==> config.mk <==
export PLATFORM = sky130hd
export DESIGN_NAME = int_responder_flat
export DESIGN_NICKNAME = d
export VERILOG_FILES = /design/src/rtl/int_responder_if.sv /design/src/rtl/int_responder.sv /design/src/flat_wrapper.sv
export SDC_FILE = /design/constraint.sdc
export NUM_CORES = 1
export LEC_CHECK = 0
export ABC_AREA = 0
export CORE_ASPECT_RATIO = 1.25
export CORE_MARGIN = 4
export CORE_UTILIZATION = 30
export CTS_CLUSTER_DIAMETER = 80
export CTS_CLUSTER_SIZE = 14
export DETAILED_ROUTE_END_ITERATION = 8
export PLACE_DENSITY = 0.56
export SKIP_CTS_REPAIR_TIMING = 1
export SLEW_MARGIN = 5
export SYNTH_ARGS = -nofsm -noshare
export SYNTH_HDL_FRONTEND = slang
export SYNTH_SLANG_ARGS = --single-unit
==> constraint.sdc <==
create_clock -name clk -period 7.85 [get_ports clk]
set_input_delay 1.57 -clock clk [delete_from_list [all_inputs] [get_ports clk]]
set_output_delay 1.57 -clock clk [all_outputs]
set_load 0.005 [all_outputs]
==> src/rtl/int_responder_if.sv <==
// Request/response and TX-message signals between the application interrupt
// logic, the int_responder core and the TX message arbiter.
interface int_responder_if;
    logic        msi_on;
    logic [63:0] msi_addr_i;
    logic [15:0] msi_data_i;
    logic        cfg_interrupt_n_i;
    logic        cfg_interrupt_assert_n_i;
    logic        cfg_interrupt_rdy_n_o;
    logic        cfg_interrupt_legacyclr_o;
    logic        msg_req_o;
    logic [1:0]  msg_type_o;
    logic [63:0] msg_addr_o;
    logic [31:0] msg_data_o;
    logic        msg_ack_i;
    logic        intx_asserted_o;
    logic [31:0] msi_cnt_o;
    logic [31:0] intx_cnt_o;
    logic [15:0] drop_cnt_o;

    // The responder core side.
    modport slave (
        input  msi_on,
        input  msi_addr_i,
        input  msi_data_i,
        input  cfg_interrupt_n_i,
        input  cfg_interrupt_assert_n_i,
        output cfg_interrupt_rdy_n_o,
        output cfg_interrupt_legacyclr_o,
        output msg_req_o,
        output msg_type_o,
        output msg_addr_o,
        output msg_data_o,
        input  msg_ack_i,
        output intx_asserted_o,
        output msi_cnt_o,
        output intx_cnt_o,
        output drop_cnt_o
    );

    // The requester / arbiter side.
    modport master (
        output msi_on,
        output msi_addr_i,
        output msi_data_i,
        output cfg_interrupt_n_i,
        output cfg_interrupt_assert_n_i,
        input  cfg_interrupt_rdy_n_o,
        input  cfg_interrupt_legacyclr_o,
        input  msg_req_o,
        input  msg_type_o,
        input  msg_addr_o,
        input  msg_data_o,
        output msg_ack_i,
        input  intx_asserted_o,
        input  msi_cnt_o,
        input  intx_cnt_o,
        input  drop_cnt_o
    );
endinterface

==> src/rtl/int_responder.sv <==
// Interrupt completion responder: turns each cfg_interrupt request into one
// MSI or INTx message towards the TX arbiter and returns a one-cycle rdy strobe.
module int_responder #(
    parameter int ACK_TIMEOUT = 1024,
    parameter int TO_W        = 11
) (
    input  logic            clk,
    input  logic            rst,
    input  logic            en,
    int_responder_if.slave  bus
);

    typedef enum logic [1:0] {
        ST_IDLE = 2'd0,
        ST_MSG  = 2'd1,
        ST_RDY  = 2'd2,
        ST_WAIT = 2'd3
    } state_t;

    localparam logic [1:0]      TYPE_MSI   = 2'b00;
    localparam logic [1:0]      TYPE_ASSRT = 2'b01;
    localparam logic [1:0]      TYPE_DEASS = 2'b10;
    localparam logic [TO_W-1:0] TO_LAST    = TO_W'(ACK_TIMEOUT - 1);

    state_t            state_reg;
    logic [TO_W-1:0]   to_cnt_reg;
    logic              rdy_n_reg;
    logic              legacyclr_reg;
    logic              msg_req_reg;
    logic [1:0]        msg_type_reg;
    logic [63:0]       msg_addr_reg;
    logic [31:0]       msg_data_reg;
    logic              intx_reg;
    logic [31:0]       msi_cnt_reg;
    logic [31:0]       intx_cnt_reg;
    logic [15:0]       drop_cnt_reg;

    always_ff @(posedge clk or posedge rst) begin
        if (rst) begin
            state_reg     <= ST_IDLE;
            to_cnt_reg    <= '0;
            rdy_n_reg     <= 1'b1;
            legacyclr_reg <= 1'b0;
            msg_req_reg   <= 1'b0;
            msg_type_reg  <= '0;
            msg_addr_reg  <= '0;
            msg_data_reg  <= '0;
            intx_reg      <= 1'b0;
            msi_cnt_reg   <= '0;
            intx_cnt_reg  <= '0;
            drop_cnt_reg  <= '0;
        end else if (!en) begin
            state_reg     <= ST_IDLE;
            to_cnt_reg    <= '0;
            rdy_n_reg     <= 1'b1;
            legacyclr_reg <= 1'b0;
            msg_req_reg   <= 1'b0;
            msg_type_reg  <= '0;
            msg_addr_reg  <= '0;
            msg_data_reg  <= '0;
            intx_reg      <= 1'b0;
            msi_cnt_reg   <= '0;
            intx_cnt_reg  <= '0;
            drop_cnt_reg  <= '0;
        end else begin
            legacyclr_reg <= 1'b0;
            case (state_reg)
                ST_IDLE: begin
                    if (!bus.cfg_interrupt_n_i) begin
                        to_cnt_reg <= '0;
                        if (bus.msi_on) begin
                            msg_type_reg <= TYPE_MSI;
                            msg_addr_reg <= bus.msi_addr_i;
                            msg_data_reg <= {16'h0000, bus.msi_data_i};
                            msg_req_reg  <= 1'b1;
                            state_reg    <= ST_MSG;
                        end else if (!bus.cfg_interrupt_assert_n_i && !intx_reg) begin
                            msg_type_reg <= TYPE_ASSRT;
                            msg_addr_reg <= '0;
                            msg_data_reg <= {16'h0000, bus.msi_data_i};
                            msg_req_reg  <= 1'b1;
                            state_reg    <= ST_MSG;
                        end else if (bus.cfg_interrupt_assert_n_i && intx_reg) begin
                            msg_type_reg <= TYPE_DEASS;
                            msg_addr_reg <= '0;
                            msg_data_reg <= {16'h0000, bus.msi_data_i};
                            msg_req_reg  <= 1'b1;
                            state_reg    <= ST_MSG;
                        end else begin
                            // Wire already in the requested state: nothing to send,
                            // the strobe is raised from ST_RDY one cycle later.
                            state_reg <= ST_RDY;
                        end
                    end
                end

                ST_MSG: begin
                    if (bus.msg_ack_i) begin
                        msg_req_reg <= 1'b0;
                        rdy_n_reg   <= 1'b0;
                        state_reg   <= ST_RDY;
                        case (msg_type_reg)
                            TYPE_MSI: msi_cnt_reg <= msi_cnt_reg + 32'd1;
                            TYPE_ASSRT: begin
                                intx_reg     <= 1'b1;
                                intx_cnt_reg <= intx_cnt_reg + 32'd1;
                            end
                            TYPE_DEASS: begin
                                intx_reg      <= 1'b0;
                                intx_cnt_reg  <= intx_cnt_reg + 32'd1;
                                legacyclr_reg <= 1'b1;
                            end
                            default: ;
                        endcase
                    end else if (to_cnt_reg == TO_LAST) begin
                        msg_req_reg <= 1'b0;
                        rdy_n_reg   <= 1'b0;
                        state_reg   <= ST_RDY;
                        if (drop_cnt_reg != 16'hFFFF) begin
                            drop_cnt_reg <= drop_cnt_reg + 16'd1;
                        end
                    end else begin
                        to_cnt_reg <= to_cnt_reg + 1'b1;
                    end
                end

                ST_RDY: begin
                    // Entered either with the strobe already low (message done)
                    // or still high (redundant INTx) -- strobe exactly once.
                    if (rdy_n_reg) begin
                        rdy_n_reg <= 1'b0;
                    end else begin
                        rdy_n_reg <= 1'b1;
                        state_reg <= ST_WAIT;
                    end
                end

                ST_WAIT: state_reg <= ST_IDLE;

                default: state_reg <= ST_IDLE;
            endcase
        end
    end

    assign bus.cfg_interrupt_rdy_n_o     = rdy_n_reg;
    assign bus.cfg_interrupt_legacyclr_o = legacyclr_reg;
    assign bus.msg_req_o                 = msg_req_reg;
    assign bus.msg_type_o                = msg_type_reg;
    assign bus.msg_addr_o                = msg_addr_reg;
    assign bus.msg_data_o                = msg_data_reg;
    assign bus.intx_asserted_o           = intx_reg;
    assign bus.msi_cnt_o                 = msi_cnt_reg;
    assign bus.intx_cnt_o                = intx_cnt_reg;
    assign bus.drop_cnt_o                = drop_cnt_reg;

endmodule

==> src/flat_wrapper.sv <==
// flat-port wrapper written by rule: the top's interface ports become plain ports
module int_responder_flat 
#(
    parameter int ACK_TIMEOUT = 1024,
    parameter int TO_W        = 11
)
  (clk, rst, en, bus_msi_on, bus_msi_addr_i, bus_msi_data_i, bus_cfg_interrupt_n_i, bus_cfg_interrupt_assert_n_i, bus_cfg_interrupt_rdy_n_o, bus_cfg_interrupt_legacyclr_o, bus_msg_req_o, bus_msg_type_o, bus_msg_addr_o, bus_msg_data_o, bus_msg_ack_i, bus_intx_asserted_o, bus_msi_cnt_o, bus_intx_cnt_o, bus_drop_cnt_o);
  int_responder_if bus_i ();
  input  logic clk;
  input  logic rst;
  input  logic en;
  input wire logic [$bits(bus_i.msi_on)-1:0] bus_msi_on;
  input wire logic [$bits(bus_i.msi_addr_i)-1:0] bus_msi_addr_i;
  input wire logic [$bits(bus_i.msi_data_i)-1:0] bus_msi_data_i;
  input wire logic [$bits(bus_i.cfg_interrupt_n_i)-1:0] bus_cfg_interrupt_n_i;
  input wire logic [$bits(bus_i.cfg_interrupt_assert_n_i)-1:0] bus_cfg_interrupt_assert_n_i;
  output wire logic [$bits(bus_i.cfg_interrupt_rdy_n_o)-1:0] bus_cfg_interrupt_rdy_n_o;
  output wire logic [$bits(bus_i.cfg_interrupt_legacyclr_o)-1:0] bus_cfg_interrupt_legacyclr_o;
  output wire logic [$bits(bus_i.msg_req_o)-1:0] bus_msg_req_o;
  output wire logic [$bits(bus_i.msg_type_o)-1:0] bus_msg_type_o;
  output wire logic [$bits(bus_i.msg_addr_o)-1:0] bus_msg_addr_o;
  output wire logic [$bits(bus_i.msg_data_o)-1:0] bus_msg_data_o;
  input wire logic [$bits(bus_i.msg_ack_i)-1:0] bus_msg_ack_i;
  output wire logic [$bits(bus_i.intx_asserted_o)-1:0] bus_intx_asserted_o;
  output wire logic [$bits(bus_i.msi_cnt_o)-1:0] bus_msi_cnt_o;
  output wire logic [$bits(bus_i.intx_cnt_o)-1:0] bus_intx_cnt_o;
  output wire logic [$bits(bus_i.drop_cnt_o)-1:0] bus_drop_cnt_o;
  assign bus_i.msi_on = bus_msi_on;
  assign bus_i.msi_addr_i = bus_msi_addr_i;
  assign bus_i.msi_data_i = bus_msi_data_i;
  assign bus_i.cfg_interrupt_n_i = bus_cfg_interrupt_n_i;
  assign bus_i.cfg_interrupt_assert_n_i = bus_cfg_interrupt_assert_n_i;
  assign bus_cfg_interrupt_rdy_n_o = bus_i.cfg_interrupt_rdy_n_o;
  assign bus_cfg_interrupt_legacyclr_o = bus_i.cfg_interrupt_legacyclr_o;
  assign bus_msg_req_o = bus_i.msg_req_o;
  assign bus_msg_type_o = bus_i.msg_type_o;
  assign bus_msg_addr_o = bus_i.msg_addr_o;
  assign bus_msg_data_o = bus_i.msg_data_o;
  assign bus_i.msg_ack_i = bus_msg_ack_i;
  assign bus_intx_asserted_o = bus_i.intx_asserted_o;
  assign bus_msi_cnt_o = bus_i.msi_cnt_o;
  assign bus_intx_cnt_o = bus_i.intx_cnt_o;
  assign bus_drop_cnt_o = bus_i.drop_cnt_o;
  int_responder #(.ACK_TIMEOUT(ACK_TIMEOUT), .TO_W(TO_W)) u_core (.clk(clk), .rst(rst), .en(en), .bus(bus_i));
endmodule
* After elaboration in Yosys (flattened, before gate mapping) *
Index checks and enable logic that the tools add are counted.

storage, ports and cells
  flip-flop bits (word level) = 195
  input port bits = 87
  output and inout port bits = 182
  logic and storage cells = 122

cells by class
  $add $sub $neg = 4
  eq/ne operators = 26
  muxes and demuxes = 64
  reduce and logical (&&, ||, !) cells = 16

operators by type and width
  cell                   count
  $mux 32                14
  $mux 64                6
  $mux 16                5
  $add 32x1->32 const B  2
  $mux 11                4
  $mux 2                 14
  $pmux 11 s2            1
  $add 16x1->16 const B  1
  $mux 1                 16
  $ne 16x16->1 const B   1
  $reduce_and 3->1       5
  $ne 2x1->1 const B     6
  $ne 3x3->1 const B     4
  $reduce_and 4->1       3
  $add 11x1->11 const B  1
  $eq 11x10->1 const B   1
  $ne 3x1->1 const B     3
  $pmux 2 s4             1
  $eq 2x2->1 const B     3
  $ne 2x2->1 const B     3
  $pmux 1 s2             3
  $ne 5x3->1 const B     1
  $eq 2x1->1 const B     2
  $logic_not 2->1        2
  6 further kinds        8

* Logic depth before layout (Yosys ltp) *
Gate-level depths: netlist of run 1.

  depth in word-level cells = 7
  mapped depth = 9
  gate-level depth less buffers = 7

* Least setup slack after synthesis of run 1 *
OpenSTA, ideal clock, no wires.

  kind = input port to flip-flop
  start = input bus_msg_ack_i
  end = register u_core.drop_cnt_reg[15], in the netlist u_core.bus.drop_cnt_o[15]
  library setup time = 0.078 ns
  arrival time = 2.971 ns
  required time = 7.772 ns
  path slack = 4.801 ns
  stages on the path = 6
  path buffers = 1
  cells stage by stage = buf_2 nand2b_4 nor4b_4 nand4_2 or3_1 a21oi_1

on the way
  longest elaborated chain between the ends = 2

ends and longest elaborated chain
  what                        line                  RTL
  start, declared             flat_wrapper.sv:23    input wire logic [$bits(bus_i.msg_ack_i)-1:0] bus_msg_ack_i;
  $ne 2x2->1 (no line)        --
  $reduce_and 4->1 (no line)  --
  end signal, assigned        int_responder.sv:120  drop_cnt_reg <= drop_cnt_reg + 16'd1;
  end, declared               int_responder.sv:36   logic [15:0] drop_cnt_reg;

No other way between the ends.
A chain may end at the register's enable or synchronous reset.

* Final worst setup path of run 1 *
  start = input bus_cfg_interrupt_assert_n_i
  end = register u_core.msg_addr_reg[34], in the netlist u_core.bus.msg_addr_o[34]

on the way
  longest elaborated chain between the ends = 7
  elaborated cells between the ends (all ways) = 10
  classes of those cells = 1 x eq/ne; 5 x mux; 4 x reduce/logical

ends and longest elaborated chain
  what                  line                 RTL
  start, declared       flat_wrapper.sv:16   input wire logic [$bits(bus_i.cfg_interrupt_assert_n_i)-1:0] bus_cfg_interrupt_assert_n_i;
  $logic_not 1->1       int_responder.sv:77  end else if (!bus.cfg_interrupt_assert_n_i && !intx_reg) begin
  $logic_and 1x1->1     int_responder.sv:77
  $mux 64               int_responder.sv:77
  $mux 64               int_responder.sv:71  if (bus.msi_on) begin
  $mux 64               int_responder.sv:69  if (!bus.cfg_interrupt_n_i) begin
  $mux 64               int_responder.sv:67  case (state_reg)
  $mux 64               int_responder.sv:52  end else if (!en) begin
  end signal, assigned  int_responder.sv:73  msg_addr_reg <= bus.msi_addr_i;
  end, declared         int_responder.sv:31  logic [63:0] msg_addr_reg;

Several ways; a longest one is shown, not always the timed one. The select of a mux whose other input is x is not followed.

==> flow_metrics.py, run 1 <==
metrics = {
    "worst_hold_path": {
        "hold_path.startpoint": "u_core.bus.msg_addr_o[12]",
        "hold_path_class": "reg2reg",
        "hold_depth": 2,
        "hold_path_end": "u_core.bus.msg_addr_o[12]",
    },
    "layout": {
        "drive_above_1_share_pct": 4.39,
        "layout_commonest_cell": "clkdlybuf4s50_1",
        "final_area_um2": 11800,
        "syn_to_final_growth_pct": 40.1,
        "layout_common_cells": "clkdlybuf4s50_1 (251), nand2_1 (197), dfrtp_1 (178), nand3_1 (130), nor2_1 (88)",
        "multi_input_area_um2": 3690,
        "layout.cells.non_filler": 1512,
        "register_area_um2": 4480,
        "diodes": 0,
        "fillers": 2729,
        "nets": 1248,
        "largest_reg_flops": 64,
    },
    "worst_setup_path": {
        "rr_startpoint": "u_core.state_reg[1]",
        "r2r_cells": 8,
        "path_max_fanout": 47,
        "startpoint_type": "primary input",
        "end_kind": "flop",
        "path_class": "in2reg",
        "worst_r2r_endpoint": "u_core.bus.msi_cnt_o[29]",
        "rrSetupSlack_ns": 4.92,
        "crit_arrival_ns": 4.21,
        "cp_data_required_time_ns": 8.21,
    },
    "clock_tree": {
        "cts_tree": "built",
        "clock_sinks": 179,
        "h-tree-depth": 4,
        "clock_latency_ns": 0.43,
        "cts_buffer_depth": 2,
        "path_clk_slew_ns": 0.06,
        "root_buffer": "clkbuf_16",
        "cts_buffers": 17,
    },
    "synth": {
        "synth_edf_count": 0,
        "synthCells": 919,
        "synth_area_um2": 8450,
        "synthMuxAreaShare_pct": 0.593,
        "async_reset_ff_share_pct": 100,
        "synth_warnings": 0,
        "synth_compound_area_share_pct": 3.58,
        "ys_ff_latch": 179,
        "synth_ff_type": "dfrtp_1",
        "synth_fa_ha_area_share_pct": 1.78,
        "synth-xor-area-share_pct": 7.57,
        "synthSimpleGateAreaFrac_pct": 29.2,
        "synth_top_family_by_area": "simple AND/OR/NAND/NOR gates",
        "ys_types": 48,
        "avgSynthCellArea_um2": 9.19,
        "ys_seq_area_share_pct": 53.0,
    },
    "detailed_routing": {
        "first_iter_violations": 286,
        "avgRoutedWirePerCell_um": 16.0,
        "avgViaCountPerCell": 4.82,
        "ant_nets": 0,
        "drt-total-wl_um": 24200,
        "num_vias": 7295,
        "drc_errors": 0,
        "drtPass1Iterations": 4,
    },
    "floorplan": {
        "die_area_um2": 30900,
        "die_w_um": 158,
        "start_util_pct": 30.5,
        "core_um2": 27700,
        "die_h_um": 196,
        "ios": 269,
        "rows": 68,
    },
    "global_route": {
        "antenna_found_initial": 0,
        "grt_use_total_pct": 15.6,
        "grt_pass1_vias": 7232,
        "grt-ovfl-total": 0,
        "grt_max_degree": 101,
        "grt_pass1_wl_um": 38900,
    },
    "run": {
        "maxCapViolCount": 0,
    },
    "timing": {
        "drv_slew": 0,
        "setup_tns_ns": 0,
        "hold_viol": 0,
        "period_share_pct": 49.1,
        "setup_violations": 0,
        "setup_slack_ns": 4.00,
        "fmax_mhz": 260,
        "worst_pin_slew_ns": 1.04,
        "relSlewSlack_pct": 30.8,
        "period_minus_slack_ns": 3.85,
        "rsz0062_at_grt": "no",
        "finalClockSkew_ns": 0.0101,
    },
    "placed_design": {
        "dp_cells": 1480,
        "hpwl_um": 16600,
        "place.port_buffers": 252,
        "placement.cell_area_um2": 11200,
        "place_congestion": 0.756,
        "place_ws_ns": 3.55,
    },
    "run_status": {
        "status": "finished clean",
    },
    "pwr": {
        "power_density_nw_per_um2": 196,
        "power_leakage_nw": 5.29,
        "power.total_w": 0.00232,
        "ir_worst_vdd_mv": 0.132,
    },
}
[where the power goes]
group          total (W)  internal, W  switching (W)
Combinational   0.000422     0.000192       0.000230
Clock           0.000876     0.000486       0.000390
Sequential       0.00102     0.000981      0.0000369
Total            0.00232      0.00166       0.000657
[cell usage after synthesis, types with 7 or more instances]
cell type,instances,area (µm²)
buf_1,9,33.8
inv_1,14,52.6
xor2_1,54,473
a21oi_1,14,70.1
xnor2_1,19,166
nand4_1,35,219
nand2_1,197,739
buf_4,16,120
ha_1,12,150
and4_1,7,61.3
and2_1,13,81.3
nand3_1,130,651
clkbuf_1,36,135
nor2_1,89,334
dfrtp_1,178,4450
o21ai_0,13,65.1
and3_1,16,100
[final cells by class]
| type | instances | share of cell area (%) |
|---|---|---|
| Sequential cell | 179 | 37.9 |
| Multi-Input combinational cell | 677 | 31.1 |
| Timing Repair Buffer | 260 | 21.8 |
| Clock buffer | 20 | 3.77 |
| Tap cell | 350 | 3.70 |
| Clock inverter | 12 | 1.25 |
| Inverter | 14 | 0.486 |
[routing by layer]
layer  vias up  share of wire (%)  track usage [%]
met5         -                  0                0
met4         0                1.7             4.49
met3        28                8.6             6.05
met2       215                 49             25.5
met1      3531                 41             19.1
li1       3521                  -                -
[metrics by stage]
| stage | utilization (%) | hold slack [ns] |
|---|---|---|
| floorplan | - | 0.463 |
| global placement | 40.6 | 0.449 |
| detailed placement | 40.6 | 0.454 |
| CTS | 42.8 | 0.470 |
| global route | 42.8 | 0.486 |
| finish | 42.8 | 0.464 |
[cells by family (layout without fill, tap and decap cells)]
logic type,count (synthesis),in the layout
and+or+nand+nor,523,523
DFF,179,179
buffers and inverters,78,306
xor gates and xnor gates,73,73
AOI/OAI and AO/OA,48,48
adders and majority gates,12,12
muxes,5,5
other,1,16
[worst max-delay path by stage]
stage                                  from                                   end  slack [ns]  depth (start not counted)
6_report       bus_cfg_interrupt_assert_n_i             u_core.bus.msg_addr_o[34]        4.00                          8
5_1_grt        bus_cfg_interrupt_assert_n_i             u_core.bus.msg_addr_o[34]        3.82                          8
4_1_cts        bus_cfg_interrupt_assert_n_i             u_core.bus.msg_addr_o[34]        4.02                          8
3_5_place_dp   bus_cfg_interrupt_assert_n_i             u_core.bus.msg_addr_o[34]        3.55                          8
3_3_place_gp   bus_cfg_interrupt_assert_n_i             u_core.bus.msg_addr_o[46]        3.60                          8
2_1_floorplan                           rst  u_core.bus.cfg_interrupt_legacyclr_o        1.42                          1
[worst max-delay path, stage by stage]
cell and delay (ns):
clkdlybuf4s50_1 0.50, inv_1 0.05, ha_1 0.26, nor2b_1 0.18
o21ai_4 0.79, buf_4 0.59, nand3_1 0.15, nand2_1 0.09
No activity file was read; power rests on OpenSTA's default activity.
==> inputs of run 2 (changes only) <==
--- a/config.mk
+++ b/config.mk
@@ -12,7 +12,7 @@
 export CTS_CLUSTER_DIAMETER = 80
 export CTS_CLUSTER_SIZE = 14
 export DETAILED_ROUTE_END_ITERATION = 8
-export PLACE_DENSITY = 0.56
+export PLACE_DENSITY = 0.58
 export SKIP_CTS_REPAIR_TIMING = 1
 export SLEW_MARGIN = 5
 export SYNTH_ARGS = -nofsm -noshare
==> constraint.sdc (replaced) <==
create_clock -name clk -period 3.3 [get_ports clk]
set_input_delay 0.66 -clock clk [delete_from_list [all_inputs] [get_ports clk]]
set_output_delay 0.66 -clock clk [all_outputs]
set_load 0.005 [all_outputs]
==> run 2 against run 1 <==
  * Final cell count grew 1.1%
  * Non-clock buffer count grew 16
  * Critical path type is now reg2reg
  * Critical endpoint is now u_core.bus.msi_cnt_o[29]
  * Count of clock-buffer cells in the layout shrank 2
  * Sequential power grew 140%
  * Core utilization grew 0.62 points
  * Via count shrank 1.9%
  * Clock power grew 130%
  * Highest routed layer is now met5
  * Global-route usage grew 0.12 points
  * Largest power group unchanged
  * Power grew 140%
  * First-iteration DRC count shrank 15%
  * Wire length shrank 0.27%
==> flow_metrics.py, run 2 (synthesis results as in run 1) <==
metrics = {
    "run_status": {
        "status": "finished clean",
    },
    "timing": {
        "finalClockSkew_ns": 0.00806,
        "relSlewSlack_pct": 52.6,
        "period_share_pct": 70.4,
        "hold_viol": 0,
        "setup_violations": 0,
        "rsz0062_at_grt": "no",
        "drv_slew": 0,
        "fmax_mhz": 431,
        "worst_pin_slew_ns": 0.710,
        "period_minus_slack_ns": 2.32,
        "setup_slack_ns": 0.978,
        "setup_tns_ns": 0,
    },
    "clock_tree": {
        "clock_latency_ns": 0.42,
        "h-tree-depth": 4,
        "clock_sinks": 179,
        "cts_buffers": 17,
        "cts_buffer_depth": 2,
        "cts_tree": "built",
        "path_clk_slew_ns": 0.07,
        "root_buffer": "clkbuf_16",
    },
    "floorplan": {
        "rows": 68,
        "core_um2": 27700,
        "ios": 269,
        "die_h_um": 196,
        "die_w_um": 158,
        "start_util_pct": 30.5,
        "die_area_um2": 30900,
    },
    "detailed_routing": {
        "num_vias": 7153,
        "avgViaCountPerCell": 4.68,
        "first_iter_violations": 242,
        "drtPass1Iterations": 5,
        "ant_nets": 0,
        "drc_errors": 0,
        "drt-total-wl_um": 24200,
        "avgRoutedWirePerCell_um": 15.8,
    },
    "worst_setup_path": {
        "rrSetupSlack_ns": 0.98,
        "crit_arrival_ns": 2.69,
        "cp_slowest_cell": "or4_1",
        "cp_data_required_time_ns": 3.66,
        "max_stage_delay_ns": 0.60,
        "path_class": "reg2reg",
        "rr_startpoint": "u_core.state_reg[1]",
        "cp-endpoint": "u_core.bus.msi_cnt_o[29]",
        "crit_chain": "inv_1 > ha_1 > nand3_1 > a21oi_1 > nand4b_1 > or4_1 > nand2_1",
        "r2r_cells": 7,
        "worstPathBufferInverterCount": 1,
        "startpoint_type": "flop",
        "worst-path-stages": 7,
        "worst_r2r_endpoint": "u_core.bus.msi_cnt_o[29]",
        "cp-startpoint": "u_core.state_reg[1]",
        "end_kind": "flop",
        "path_max_fanout": 11,
        "crit_family": "simple AND/OR/NAND/NOR gates",
    },
    "global_route": {
        "antenna_found_initial": 1,
        "grt_pass1_wl_um": 39200,
        "grt_use_total_pct": 15.7,
        "grt-ovfl-total": 0,
        "grt_pass1_vias": 7209,
        "grt_max_degree": 83,
    },
    "layout": {
        "drive_above_1_share_pct": 5.86,
        "nets": 1264,
        "register_area_um2": 4480,
        "largest_reg_flops": 64,
        "layout_commonest_cell": "clkdlybuf4s50_1",
        "multi_input_area_um2": 3690,
        "fillers": 2725,
        "layout_common_cells": "clkdlybuf4s50_1 (251), nand2_1 (197), dfrtp_1 (178), nand3_1 (130), nor2_1 (88)",
        "syn_to_final_growth_pct": 42.1,
        "diodes": 0,
    },
    "run": {
        "maxCapViolCount": 0,
    },
    "worst_hold_path": {
        "hold_path_class": "reg2reg",
    },
    "pwr": {
        "power_leakage_nw": 5.38,
        "clock_power_share_pct": 36.3,
        "p_switching_w": 0.00160,
        "internal_power_w": 0.00384,
        "power.total_w": 0.00544,
        "pwr-share-comb_pct": 19.2,
        "power_density_nw_per_um2": 453,
        "ir_worst_vdd_mv": 0.330,
        "power_frac_seq_pct": 44.4,
        "switching_share_pct": 29.4,
    },
    "placed_design": {
        "place_ws_ns": 0.583,
        "place_congestion": 0.759,
        "place.port_buffers": 252,
        "hpwl_um": 17400,
    },
}
[run 2: cell count changes in the layout (fill, tap and decap cells not counted), sizes merged]
cell / previous run / this run
buf: 9 / 25
bufinv: 2 / 0
clkbuf: 20 / 18
clkinvlp: 1 / 3
inv: 18 / 20
[run 2: cell type report]
| class | count | area share [%] |
|---|---|---|
| Clock buffer | 18 | 3.66 |
| Clock inverter | 14 | 1.01 |
| Inverter | 14 | 0.469 |
| Multi-Input combinational cell | 677 | 30.7 |
| Sequential cell | 179 | 37.3 |
| Tap cell | 350 | 3.65 |
| Timing Repair Buffer | 276 | 23.2 |
[run 2: worst min path at each step]
stage	startpoint	end	slack [ns]	cells past startpoint
6_report	u_core.bus.msg_data_o[13]	u_core.bus.msg_data_o[13]	0.47	2
5_1_grt	u_core.bus.msg_addr_o[36]	u_core.bus.msg_addr_o[36]	0.49	2
2_1_floorplan	u_core.bus.msg_addr_o[0]	u_core.bus.msg_addr_o[0]	0.46	2
3_5_place_dp	u_core.bus.msg_addr_o[29]	u_core.bus.msg_addr_o[29]	0.45	2
3_3_place_gp	u_core.bus.msg_addr_o[43]	u_core.bus.msg_addr_o[43]	0.45	2
4_1_cts	u_core.bus.msg_addr_o[11]	u_core.bus.msg_addr_o[11]	0.47	2
[run 2: power by group through the flow]
stage,combinational (W),clock [W],sequential [W]
6_report,0.00105,0.00198,0.00242
5_1_grt,0.00117,0.00215,0.00244
4_1_cts,0.00108,0.00206,0.00242
3_5_place_dp,0.00107,0,0.00246
3_3_place_gp,0.00107,0,0.00246
2_1_floorplan,0.000493,0,0.00246
[run 2: per-layer routing]
layer | GRT usage, % | wire, µm
met1 | 19.8 | 10100
met2 | 25.6 | 11900
met3 | 6.05 | 1990
met4 | 3.48 | 187
met5 | 0 | 13
[run 2: worst register-to-register path, stage by stage (launching register included)]
cell and delay [ns]:
dfrtp_1 0.39, inv_1 0.10, ha_1 0.26, nand3_1 0.18
a21oi_1 0.27, nand4b_1 0.39, or4_1 0.60, nand2_1 0.08
[run 2: metrics by stage]
step	cells	hold slack, ns	cell area [µm²]	util [%]
floorplan	934	0.463	8510	-
global placement	1496	0.448	11400	41.4
detailed placement	1496	0.455	11400	41.4
CTS	1528	0.471	12000	43.4
global route	1528	0.490	12000	43.4
finish	1528	0.465	12000	43.4
